===== config.mk =====
export PLATFORM = sky130hd
export DESIGN_NAME = mac_flat
export DESIGN_NICKNAME = d
export VERILOG_FILES = /design/src/rtl/mac_if.sv /design/src/rtl/mac.sv /design/src/flat_wrapper.sv
export SDC_FILE = /design/constraint.sdc
export NUM_CORES = 1
export LEC_CHECK = 0
export BUFFER_PORTS_ARGS = -buffer_cell sky130_fd_sc_hd__buf_2
export CORE_MARGIN = 1.5
export CORE_UTILIZATION = 56
export DETAILED_ROUTE_END_ITERATION = 6
export GPL_TIMING_DRIVEN = 0
export PLACE_DENSITY = 0.78
export SETUP_SLACK_MARGIN = 0.4
export SLEW_MARGIN = 20
export SYNTH_ARGS = -nofsm -noshare
export SYNTH_HDL_FRONTEND = slang
export SYNTH_SLANG_ARGS = --single-unit

===== constraint.sdc =====
create_clock -name clk -period 5.15 [get_ports clk]
set_clock_uncertainty 0.1 [all_clocks]
set_input_delay 0.7725 -clock clk [delete_from_list [all_inputs] [get_ports clk]]
set_output_delay 0.7725 -clock clk [all_outputs]
set_load 0.005 [all_outputs]

===== src/rtl/mac_if.sv =====
// Window-in / result-out bundle for the 3x3 convolution MAC.
// The producer side (window generator) is the master; the MAC is the slave.
interface mac_if;
  logic       i_inhibit;
  logic       i_valid;
  logic [8:0] i_q;
  logic [8:0] zero_vector;
  logic [7:0] i_im1, i_im2, i_im3, i_im4, i_im5, i_im6, i_im7, i_im8, i_im9;
  logic [3:0] i_ker1, i_ker2, i_ker3, i_ker4, i_ker5, i_ker6, i_ker7, i_ker8, i_ker9;
  logic       o_valid;
  logic [15:0] o_conv;

  modport master (
    output i_inhibit, i_valid, i_q, zero_vector,
    output i_im1, i_im2, i_im3, i_im4, i_im5, i_im6, i_im7, i_im8, i_im9,
    output i_ker1, i_ker2, i_ker3, i_ker4, i_ker5, i_ker6, i_ker7, i_ker8, i_ker9,
    input  o_valid, o_conv
  );

  modport slave (
    input  i_inhibit, i_valid, i_q, zero_vector,
    input  i_im1, i_im2, i_im3, i_im4, i_im5, i_im6, i_im7, i_im8, i_im9,
    input  i_ker1, i_ker2, i_ker3, i_ker4, i_ker5, i_ker6, i_ker7, i_ker8, i_ker9,
    output o_valid, o_conv
  );
endinterface


===== src/rtl/mac.sv =====
// 9-tap multiply-accumulate: unsigned pixels x sign-magnitude weights plus signed bias,
// three register stages (products, row sums, total -> sign-magnitude), one window per clock.
module mac (
  input  logic clk,
  input  logic i_rst_n,   // active-high synchronous reset despite the name
  mac_if.slave bus
);
  localparam int TAPS = 9;

  logic [7:0] im  [TAPS];
  logic [3:0] ker [TAPS];

  assign im[0] = bus.i_im1;  assign ker[0] = bus.i_ker1;
  assign im[1] = bus.i_im2;  assign ker[1] = bus.i_ker2;
  assign im[2] = bus.i_im3;  assign ker[2] = bus.i_ker3;
  assign im[3] = bus.i_im4;  assign ker[3] = bus.i_ker4;
  assign im[4] = bus.i_im5;  assign ker[4] = bus.i_ker5;
  assign im[5] = bus.i_im6;  assign ker[5] = bus.i_ker6;
  assign im[6] = bus.i_im7;  assign ker[6] = bus.i_ker7;
  assign im[7] = bus.i_im8;  assign ker[7] = bus.i_ker8;
  assign im[8] = bus.i_im9;  assign ker[8] = bus.i_ker9;

  logic acc;
  assign acc = bus.i_valid & ~bus.i_inhibit;

  logic [10:0] prod [TAPS];

  always_comb begin
    for (int k = 0; k < TAPS; k++) begin
      prod[k] = bus.zero_vector[k] ? 11'd0 : 11'(im[k]) * 11'(ker[k][2:0]);
    end
  end

  // Stage 1: unsigned products with a sign flag that is never set on a zero product.
  logic              v1;
  logic [8:0]        q1;
  logic [10:0]       p1 [TAPS];
  logic [TAPS-1:0]   s1;

  always_ff @(posedge clk) begin
    if (i_rst_n) begin
      v1 <= 1'b0;
      q1 <= '0;
      s1 <= '0;
      // NOTE: the product array is cleared like any other register; reset must flush
      // everything in flight, so this storage is not left to hold stale data.
      for (int k = 0; k < TAPS; k++) p1[k] <= '0;
    end else begin
      // NOTE: non-blocking assignments keep every stage reading the previous cycle's values.
      v1 <= acc;
      q1 <= bus.i_q;
      for (int k = 0; k < TAPS; k++) begin
        p1[k] <= prod[k];
        s1[k] <= ker[k][3] & (prod[k] != 11'd0);
      end
    end
  end

  // Stage 2: signed row sums; 14 bits covers the worst row of +/-5355.
  logic signed [13:0] term [TAPS];

  always_comb begin
    for (int k = 0; k < TAPS; k++) begin
      term[k] = s1[k] ? -$signed({3'b000, p1[k]}) : $signed({3'b000, p1[k]});
    end
  end

  logic               v2;
  logic [8:0]         q2;
  logic signed [13:0] row [3];

  always_ff @(posedge clk) begin
    if (i_rst_n) begin
      v2 <= 1'b0;
      q2 <= '0;
      for (int j = 0; j < 3; j++) row[j] <= '0;
    end else begin
      v2 <= v1;
      q2 <= q1;
      for (int j = 0; j < 3; j++) row[j] <= term[3*j] + term[3*j+1] + term[3*j+2];
    end
  end

  // Stage 3: 17-bit two's-complement total, then sign-magnitude with saturation.
  logic [16:0] total;
  logic [16:0] mag;
  logic [15:0] conv_next;

  always_comb begin
    total = {{3{row[0][13]}}, row[0]} + {{3{row[1][13]}}, row[1]}
          + {{3{row[2][13]}}, row[2]} + {{8{q2[8]}}, q2};
    mag   = total[16] ? (~total + 17'd1) : total;
    conv_next = {total[16], (mag > 17'h07FFF) ? 15'h7FFF : mag[14:0]};
  end

  always_ff @(posedge clk) begin
    if (i_rst_n) begin
      bus.o_valid <= 1'b0;
      bus.o_conv  <= '0;
    end else begin
      bus.o_valid <= v2;
      if (v2) bus.o_conv <= conv_next;
    end
  end
endmodule


===== src/flat_wrapper.sv =====
// flat-port wrapper written by rule: the top's interface ports become plain ports
module mac_flat 
  (clk, i_rst_n, bus_i_inhibit, bus_i_valid, bus_i_q, bus_zero_vector, bus_i_im1, bus_i_im2, bus_i_im3, bus_i_im4, bus_i_im5, bus_i_im6, bus_i_im7, bus_i_im8, bus_i_im9, bus_i_ker1, bus_i_ker2, bus_i_ker3, bus_i_ker4, bus_i_ker5, bus_i_ker6, bus_i_ker7, bus_i_ker8, bus_i_ker9, bus_o_valid, bus_o_conv);
  mac_if bus_i ();
  input  logic clk;
  input  logic i_rst_n;
  input wire logic [$bits(bus_i.i_inhibit)-1:0] bus_i_inhibit;
  input wire logic [$bits(bus_i.i_valid)-1:0] bus_i_valid;
  input wire logic [$bits(bus_i.i_q)-1:0] bus_i_q;
  input wire logic [$bits(bus_i.zero_vector)-1:0] bus_zero_vector;
  input wire logic [$bits(bus_i.i_im1)-1:0] bus_i_im1;
  input wire logic [$bits(bus_i.i_im2)-1:0] bus_i_im2;
  input wire logic [$bits(bus_i.i_im3)-1:0] bus_i_im3;
  input wire logic [$bits(bus_i.i_im4)-1:0] bus_i_im4;
  input wire logic [$bits(bus_i.i_im5)-1:0] bus_i_im5;
  input wire logic [$bits(bus_i.i_im6)-1:0] bus_i_im6;
  input wire logic [$bits(bus_i.i_im7)-1:0] bus_i_im7;
  input wire logic [$bits(bus_i.i_im8)-1:0] bus_i_im8;
  input wire logic [$bits(bus_i.i_im9)-1:0] bus_i_im9;
  input wire logic [$bits(bus_i.i_ker1)-1:0] bus_i_ker1;
  input wire logic [$bits(bus_i.i_ker2)-1:0] bus_i_ker2;
  input wire logic [$bits(bus_i.i_ker3)-1:0] bus_i_ker3;
  input wire logic [$bits(bus_i.i_ker4)-1:0] bus_i_ker4;
  input wire logic [$bits(bus_i.i_ker5)-1:0] bus_i_ker5;
  input wire logic [$bits(bus_i.i_ker6)-1:0] bus_i_ker6;
  input wire logic [$bits(bus_i.i_ker7)-1:0] bus_i_ker7;
  input wire logic [$bits(bus_i.i_ker8)-1:0] bus_i_ker8;
  input wire logic [$bits(bus_i.i_ker9)-1:0] bus_i_ker9;
  output wire logic [$bits(bus_i.o_valid)-1:0] bus_o_valid;
  output wire logic [$bits(bus_i.o_conv)-1:0] bus_o_conv;
  assign bus_i.i_inhibit = bus_i_inhibit;
  assign bus_i.i_valid = bus_i_valid;
  assign bus_i.i_q = bus_i_q;
  assign bus_i.zero_vector = bus_zero_vector;
  assign bus_i.i_im1 = bus_i_im1;
  assign bus_i.i_im2 = bus_i_im2;
  assign bus_i.i_im3 = bus_i_im3;
  assign bus_i.i_im4 = bus_i_im4;
  assign bus_i.i_im5 = bus_i_im5;
  assign bus_i.i_im6 = bus_i_im6;
  assign bus_i.i_im7 = bus_i_im7;
  assign bus_i.i_im8 = bus_i_im8;
  assign bus_i.i_im9 = bus_i_im9;
  assign bus_i.i_ker1 = bus_i_ker1;
  assign bus_i.i_ker2 = bus_i_ker2;
  assign bus_i.i_ker3 = bus_i_ker3;
  assign bus_i.i_ker4 = bus_i_ker4;
  assign bus_i.i_ker5 = bus_i_ker5;
  assign bus_i.i_ker6 = bus_i_ker6;
  assign bus_i.i_ker7 = bus_i_ker7;
  assign bus_i.i_ker8 = bus_i_ker8;
  assign bus_i.i_ker9 = bus_i_ker9;
  assign bus_o_valid = bus_i.o_valid;
  assign bus_o_conv = bus_i.o_conv;
  mac u_core (.clk(clk), .i_rst_n(i_rst_n), .bus(bus_i));
endmodule

### Word-level counts from Yosys, hierarchy flattened

Memories as Yosys holds them, arrays and structs flattened.
Index checks and enable logic that the tools add are counted.

| storage, ports and cells | value |
|---|---|
| bits in latches | 0 |
| memory bits (writable) | 141 |
| word-level logic and storage cells | 106 |
| flip-flop bits (word level) | 46 |
| bits in read-only memories | 0 |
| input bits | 130 |
| memories kept | 2 |

| operators by class | value |
|---|---|
| $add $sub $neg | 19 |
| eq/ne operators | 0 |
| divide/modulo/power cells | 0 |
| reduce and logical (&&, ||, !) cells | 9 |
| bitwise logic cells | 24 |
| multiplexer cells | 35 |
| shift operators | 0 |
| $lt $le $gt $ge | 1 |
| multiply operators | 9 |

Memories:

| memory | depth | width | rd ports | clocked after memory_dff | write ports | line | source |
|---|---|---|---|---|---|---|---|
| u_core.p1 | 9 | 11 | 9 | 0 | 9 | mac.sv:37 | `logic [10:0] p1 [TAPS];` |
| u_core.row | 3 | 14 | 3 | 0 | 3 | mac.sv:70 | `logic signed [13:0] row [3];` |

Operator list:

| operator | count |
|---|---|
| $mux 11 | 18 |
| $mux 14 | 12 |
| $neg 11->14 | 9 |
| $mul 8x3->11 | 9 |
| $reduce_bool 11->1 | 9 |
| $add 14x14->14 | 6 |
| $add 17x17->17 | 2 |
| $add 17x1->17 const B | 1 |
| $gt 17x15->1 const B | 1 |
| $mux 17 | 1 |
| $not 17->17 | 1 |
| $add 14x14->15 | 1 |
| $mux 15 | 1 |
| $or 1x1->1 | 12 |
| $and 1x1->1 | 10 |
| $mux 1 | 3 |
| $not 1->1 | 1 |

### Logic depth before layout (Yosys ltp)

Gate-level depths: netlist of run 1.

| logic depth | value |
|---|---|
| depth in word-level cells | 8 |
| depth in mapped cells | 26 |
| mapped depth without buffers | 24 |

### Least setup slack after synthesis of run 1

No wires, ideal clock.

| timing path | value |
|---|---|
| kind | reg-to-reg |
| from | memory u_core.row[0][0] |
| to | register u_core.bus.o_conv[10] |
| path slack | -0.061 ns |
| cell stages (with the launch flop) | 26 |
| path buffers | 2 |
| data required time | 4.911 ns |
| arrival | 4.972 ns |
| period minus slack after synthesis | 5.211 ns |
| library setup time | 0.139 ns |
| cells stage by stage | dfxtp_1 > ha_1 > inv_1 > fa_1 > nor2b_1 > o21ai_0 > a21oi_1 > o21ai_0 > a21oi_1 > o21ai_0 > a21oi_1 > o41ai_1 > xor2_1 > fa_1 > inv_1 > ha_1 > clkbuf_1 > and3_1 > a221oi_1 > nor3b_1 > a211o_1 > o21bai_1 > nor3_1 > o41ai_2 > buf_6 > a211oi_2 |

RTL lines:

| what | line | source |
|---|---|---|
| from (decl) | mac.sv:70 |  |
| to (signal assigned) | mac.sv:102 | `if (v2) bus.o_conv <= conv_next;` |
| to (decl) | mac_if.sv:24 | `output o_valid, o_conv` |

==> results.tsv, run 1 <==
stage	metric	value	unit
route	total wire length	37500	µm
clock_tree	CTS tree	done	
clock_tree	clock-pin slew on the worst setup and hold paths	0.07	ns
power_and_ir_drop	power per cell area	473	nW/µm²
placed_design	DP HPWL	29900	µm
worst_hold_path	Hold Crit Depth	1	
clock_tree	clock latency on the worst-skew pair	0.44	ns
timing	Setup WS post-layout	0.0317	ns
die	die area	31500	µm²
placed_design	pre-CTS setup slack	-0.297	ns
timing	max-slew violations	0	
run	max-cap violations	0	
route	ANT nets after route	0	
timing	min Tclk post-route	5.12	ns
final_layout	synth-to-layout area growth	13.7	%
die	IO Count	147	
timing	Final Hold Fails	0	
synth	Yosys top cell by area	dfxtp_1	
status	outcome	finished clean	
synth	Yosys cell types	73	
grt	global route overflow	0	
synth	share of the synthesized area in the top cell type	21.9	%
worst_setup_path	Slowest-stage cell, CP	fa_1	
synth	top cells by area, synth	dfxtp_1 (22%), fa_1 (14%), ha_1 (12%)	
worst_setup_path	CP peak stage delay	0.50	ns
worst_hold_path	worst hold path type	reg -> reg	
route	initial DRC count	701	
synth	EDFF count, synth	0	
grt	first-pass GRT wire length	61100	µm
worst_setup_path	FF-to-FF path depth	26	
worst_setup_path	Crit path max-delay family	compound AO/OA/AOI/OAI gates	
route	DRT Pass-1 Iters	5	
synth	most frequent cell after synthesis	inv_1	
synth	Ys Warns	0	
synth	Seq/Total Area, Yosys	21.9	%
grt	initial antenna violation count	0	
worst_setup_path	critical path depth	26	
final_layout	ratio of cells with drive above 1 in the final layout	12.8	%
worst_setup_path	Crit Path Category	reg -> reg	
timing	worst hold margin	0.338	ns
power_and_ir_drop	Lkg Pwr	9.27	nW
synth	Avg Cell Area, Syn	8.29	µm²
clock_tree	Clock Root Buffer	clkbuf_16	
worst_setup_path	CP required	5.40	ns
timing	Slew @ Worst Pin	1.10	ns
final_layout	Design Area, Final	19400	µm²
worst_setup_path	Buf/Inv on CP	5	
timing	Final Cycle Share	99.4	%
worst_setup_path	Crit. End Element	register	
synth	Synthesized Nets	2477	
route	Via density	5.39	
synth	cells after synthesis	2060	
worst_setup_path	Arr. time, crit path	5.37	ns
clock_tree	total clock sinks	187	
timing	unrepaired setup endpoints after global routing	true	
die	CORE AREA	29800	µm²
die	Initial Utilization	57.3	%
die	row cnt	63	
grt	largest net degree at the start of global routing	19	
placed_design	IO buf count	127	
clock_tree	Clock Path Buffers	2	
die	Die Width	178	µm
timing	Max Fclk	195	MHz
final_layout	nets@finish	2651	
power_and_ir_drop	VDD IR max	0.577	mV
clock_tree	H-tree levels	4	
route	via count	14200	
clock_tree	total CTS buffers	17	
placed_design	RePlAce Congestion	0.904	
route	# DRC	0	
grt	aggregate global-route resource usage	23.7	%
synth	Most used DFF post-synth	dfxtp_1	
placed_design	DP Area	18300	µm²
die	Die Height	178	µm
final_layout	Antenna Cells	0	
synth	post-synthesis cell area	17100	µm²
synth	Synth async-reset ratio	0	%
synth	synth cell count leaders	inv_1 (270), nand2_1 (238), dfxtp_1 (187)	
worst_setup_path	startpoint types	register	
synth	number of synthesized register bits	187	
worst_setup_path	CP most frequent cell	a21oi_2	
grt	vias in the first global route	13700	
timing	final setup fails	0	
route	WL per Instance	14.2	µm
timing	relative slew slack	26.9	%
worst_setup_path	Max FO, Critical Path	6	
==> layout make-up <==
class	count	area (µm²)
Clock inverter	14	126
Fill cell	2492	10400
Sequential cell	187	3750
Multi-Input combinational cell	1546	12500
Timing Repair Buffer	155	851
Tap cell	390	488
Buffer	57	288
Inverter	270	1010
Clock buffer	17	425
==> routing by layer <==
layer | GRT usage [%] | part of all wire (%) | vias up
met4 | 6.90 | 2.3 | 0
met2 | 42.1 | 49 | 339
met5 | 0 | 0 | -
li1 | - | - | 7154
met3 | 2.72 | 4.9 | 62
met1 | 30.1 | 44 | 6654
==> kinds of logic (layout without fill, tap and decap cells) <==
| family | count (synthesis) | after routing | synth area share [%] |
|---|---|---|---|
| fa+ha+maj | 287 | 287 | 26.4 |
| xor+xnor | 179 | 179 | 9.18 |
| buf+inv | 327 | 513 | 7.30 |
| mux | 1 | 1 | 0.0586 |
| flops | 187 | 187 | 21.9 |
| compound gates | 357 | 357 | 14.5 |
| simple gates | 722 | 722 | 20.6 |
==> through the flow <==
| stage | utilization (%) | cells | power [mW] | TNS (ns) |
|---|---|---|---|---|
| floorplan | - | 2060 | 5.67 | 0 |
| global placement | 61.3 | 2577 | 6.50 | -1.49 |
| detailed placement | 61.3 | 2577 | 6.61 | -3.55 |
| CTS | 64.1 | 2625 | 8.42 | -0.270 |
| global route | 65.2 | 2636 | 9.86 | -3.16 |
| finish | 65.2 | 2636 | 9.17 | 0 |
==> path summary, 6_finish.rpt <==
| kind | from | to | slack, ns |
|---|---|---|---|
| max reg2reg | u_core.row[0][14]$_SDFF_PP0_ | u_core.bus.o_conv[0]$_SDFFE_PP0P_ | 0.03 |
| min | u_core.v1$_SDFF_PP0_ | u_core.v2$_SDFF_PP0_ | 0.34 |
| max | u_core.row[0][14]$_SDFF_PP0_ | u_core.bus.o_conv[0]$_SDFFE_PP0P_ | 0.03 |
| min reg2reg | u_core.v1$_SDFF_PP0_ | u_core.v2$_SDFF_PP0_ | 0.34 |
==> registers in the layout, summed over array words and instances (netlist names) <==
signal / cells
u_core.q2: 9
u_core.p1: 99
u_core.row: 42
u_core.s1: 9
u_core.bus.o_conv: 16
u_core.bus.o_valid: 1
u_core.v2: 1
u_core.v1: 1
u_core.q1: 9
==> cell usage in the layout (no fill, tap or decap), types with 48 or more instances in the layout <==
master   Yosys  routed
nor2_1     155     155
ha_1       165     155
a21oi_1     88      81
nor2b_1     49      48
fa_1       122     121
nor3_1      56      54
o21ai_0     70      62
inv_1      270     264
nand2_1    238     238
buf_2        3     129
and2_1      90      90
dfxtp_1    187     183
xnor2_1    143     142
==> where the power goes <==
| part | internal [mW] | switching (mW) | leakage, nW |
|---|---|---|---|
| Clock | 0.633 | 0.606 | 0.267 |
| Combinational | 2.78 | 3.42 | 7.46 |
| Sequential | 1.63 | 0.110 | 1.54 |
| Total | 5.04 | 4.13 | 9.27 |
==> what timing repair did <==
item	in CTS	in global routing
gates resized for setup	31	47
buffers inserted	16	10
endpoints found under the setup margin	16	16
gates cloned	1	1
hold buffers	0	0
pin swaps	26	47
Note: power is estimated with default switching activity, not from simulation.
==> inputs of run 2 (changes only) <==
--- a/config.mk
+++ b/config.mk
@@ -5,10 +5,10 @@
 export SDC_FILE = /design/constraint.sdc
 export NUM_CORES = 1
 export LEC_CHECK = 0
-export BUFFER_PORTS_ARGS = -buffer_cell sky130_fd_sc_hd__buf_2
 export CORE_MARGIN = 1.5
-export CORE_UTILIZATION = 56
+export CORE_UTILIZATION = 60
 export DETAILED_ROUTE_END_ITERATION = 6
+export DONT_BUFFER_PORTS = 1
 export GPL_TIMING_DRIVEN = 0
 export PLACE_DENSITY = 0.78
 export SETUP_SLACK_MARGIN = 0.4
==> results.tsv, run 2 (same netlist as run 1, synthesis figures left out) <==
stage	metric	value	unit	change
final_layout	max reg flops	99		unchanged
route	# DRC	0		unchanged
worst_setup_path	Slowest-stage cell, CP	or4b_4		
grt	aggregate global-route resource usage	25.4	%	+1.7 points
final_layout	synth-to-layout area growth	9.71	%	
grt	initial antenna violation count	0		unchanged
clock_tree	H-tree levels	4		unchanged
worst_setup_path	CP most frequent cell	a21oi_2		
timing	Setup TNS	-2.11	ns	-2.11 ns
die	IO Count	147		unchanged
route	WL per Instance	14.9	µm	+4.8%
grt	largest net degree at the start of global routing	19		unchanged
timing	Final Cycle Share	103	%	+3.7 points
timing	max-slew violations	0		unchanged
die	CORE AREA	27900	µm²	-6.5%
worst_setup_path	Buf/Inv on CP	5		unchanged
timing	min Tclk post-route	5.31	ns	+0.192 ns
final_layout	Antenna Cells	0		unchanged
worst_setup_path	Max FO, Critical Path	5		-1
clock_tree	clock latency on the worst-skew pair	0.45	ns	about the same
final_layout	final non-filler cell total	2501		-5.1%
run	max-cap violations	0		unchanged
final_layout	ratio of cells with drive above 1 in the final layout	7.35	%	-5.5 points
clock_tree	CTS tree	done		
grt	first-pass GRT wire length	60600	µm	-0.74%
placed_design	placed insts	2438		-5.4%
timing	unrepaired setup endpoints after global routing	true		
clock_tree	total clock sinks	187		unchanged
clock_tree	clock-pin slew on the worst setup and hold paths	0.08	ns	about the same
worst_setup_path	Arr. time, crit path	5.52	ns	+0.15 ns
worst_setup_path	CP required	5.36	ns	-0.04 ns
grt	global route overflow	0		unchanged
final_layout	Biggest register	u_core.p1		
status	outcome	complete, but fails checks		
route	DRT Pass-1 Iters	7		+2
timing	final setup fails	15		+15
die	Die Width	172	µm	-3.3%
placed_design	DP HPWL	29400	µm	-1.8%
die	Initial Utilization	61.3	%	+4.0 points
timing	Slew @ Worst Pin	1.03	ns	-0.0650 ns
worst_setup_path	CP peak stage delay	0.54	ns	+0.04 ns
placed_design	RePlAce Congestion	0.908		+0.45%
route	ANT nets after route	0		unchanged
status	violated checks	negative setup slack		
clock_tree	Clock Path Buffers	2		unchanged
route	initial DRC count	747		+6.6%
timing	Final Hold Fails	0		unchanged
final_layout	Regs by FF count	u_core.p1 x99, u_core.row x42, u_core.bus.o_conv x16		
worst_setup_path	Crit path max-delay family	simple AND/OR/NAND/NOR gates		
die	row cnt	61		-3.2%
die	Die Height	172	µm	-3.3%
timing	Setup WS post-layout	-0.160	ns	-0.192 ns
worst_setup_path	flop-to-flop setup slack	-0.16	ns	-0.19 ns
clock_tree	total CTS buffers	17		unchanged
route	via count	13900		-2.1%
final_layout	most frequent cells in the layout	inv_1 (267), nand2_1 (238), dfxtp_1 (183), ha_1 (159), nor2_1 (154)		
timing	Max Fclk	188	MHz	-3.6%
route	total wire length	37300	µm	-0.58%
worst_setup_path	worst-path cell chain	ha_4 > inv_2 > fa_2 > nor2b_2 > o21ai_2 > a21oi_2 > o21ai_2 > a21oi_2 > nand2b_4 > fa_1 > inv_2 > ha_4 > buf_6 > or3_4 > buf_6 > a21oi_2 > nor4_1 > a211o_1 > or4b_4 > nor4_4 > o211ai_1 > o41ai_4 > buf_4 > a211oi_2		
worst_setup_path	Crit Path Category	reg -> reg		
worst_hold_path	worst hold path type	in -> reg		
die	die area	29500	µm²	-6.6%
final_layout	most common cell after layout, fill and taps aside	inv_1		
route	Via density	5.56		+3.2%
power_and_ir_drop	Lkg Pwr	8.76	nW	-5.4%
power_and_ir_drop	power per cell area	485	nW/µm²	+2.6%
placed_design	IO buf count	0		-100%
grt	vias in the first global route	13500		-1.8%
worst_setup_path	startpoint types	register		
power_and_ir_drop	VDD IR max	0.463	mV	-20%
clock_tree	Clock Root Buffer	clkbuf_16		
final_layout	Filler Cells Inserted	2261		-9.3%
final_layout	nets@finish	2527		-4.7%
worst_setup_path	Crit. End Element	register		
timing	relative slew slack	31.2	%	+4.3 points
run 2: layout make-up:
type                       count  area [µm²]  area share [%]
tap                          378         473            2.53
buffer                        57         287            1.53
inverter                     270        1010            5.41
sequential                   187        3750            20.0
timing repair buffer          31         236            1.26
clock buffer                  17         425            2.27
multi-input combinational   1546       12400            66.3
clock inverter                15         131           0.701
run 2: per-layer routing:
metal | wire, µm | global-route usage (%)
met3 | 2060 | 4.88
met4 | 805 | 8.09
met2 | 18300 | 44.2
met1 | 16100 | 31.6
met5 | 0 | 0
run 2: power by group:
part	switching (mW)	total (mW)	internal, mW
registers	0.110	1.74	1.63
clock network	0.617	1.25	0.634
logic	3.36	6.09	2.72
run 2: worst paths after layout:
kind	cells after the start	startpoint	endpoint
worst min-delay path	1	bus_i_inhibit	u_core.v1$_SDFF_PP0_
worst min register to register	1	u_core.q1[7]$_SDFF_PP0_	u_core.q2[7]$_SDFF_PP0_
worst max register to register	24	u_core.row[0][14]$_SDFF_PP0_	u_core.bus.o_conv[11]$_SDFFE_PP0P_
worst max-delay path	24	u_core.row[0][14]$_SDFF_PP0_	u_core.bus.o_conv[11]$_SDFFE_PP0P_
run 2: what timing repair did:
action / 4_1_cts / 5_1_grt
setup endpoints to repair: 16 / 17
gates resized for setup: 26 / 45
pin swaps: 32 / 35
hold buffers: 0 / 0
setup buffers: 16 / 13
cloned: 2 / 0
run 2: per-stage QoR:
step	cell area [µm²]	utilization [%]	power [mW]	hold WS (ns)	setup slack, ns
after floorplan	17200	-	5.67	0.314	0.282
after global placement	17600	63.3	6.42	0.322	-0.186
after detailed placement	17600	63.3	6.57	0.329	-0.246
after CTS	18400	66.1	8.36	0.288	-0.0650
after global routing	18700	67.2	9.75	0.281	-0.348
final	18700	67.2	9.08	0.288	-0.160
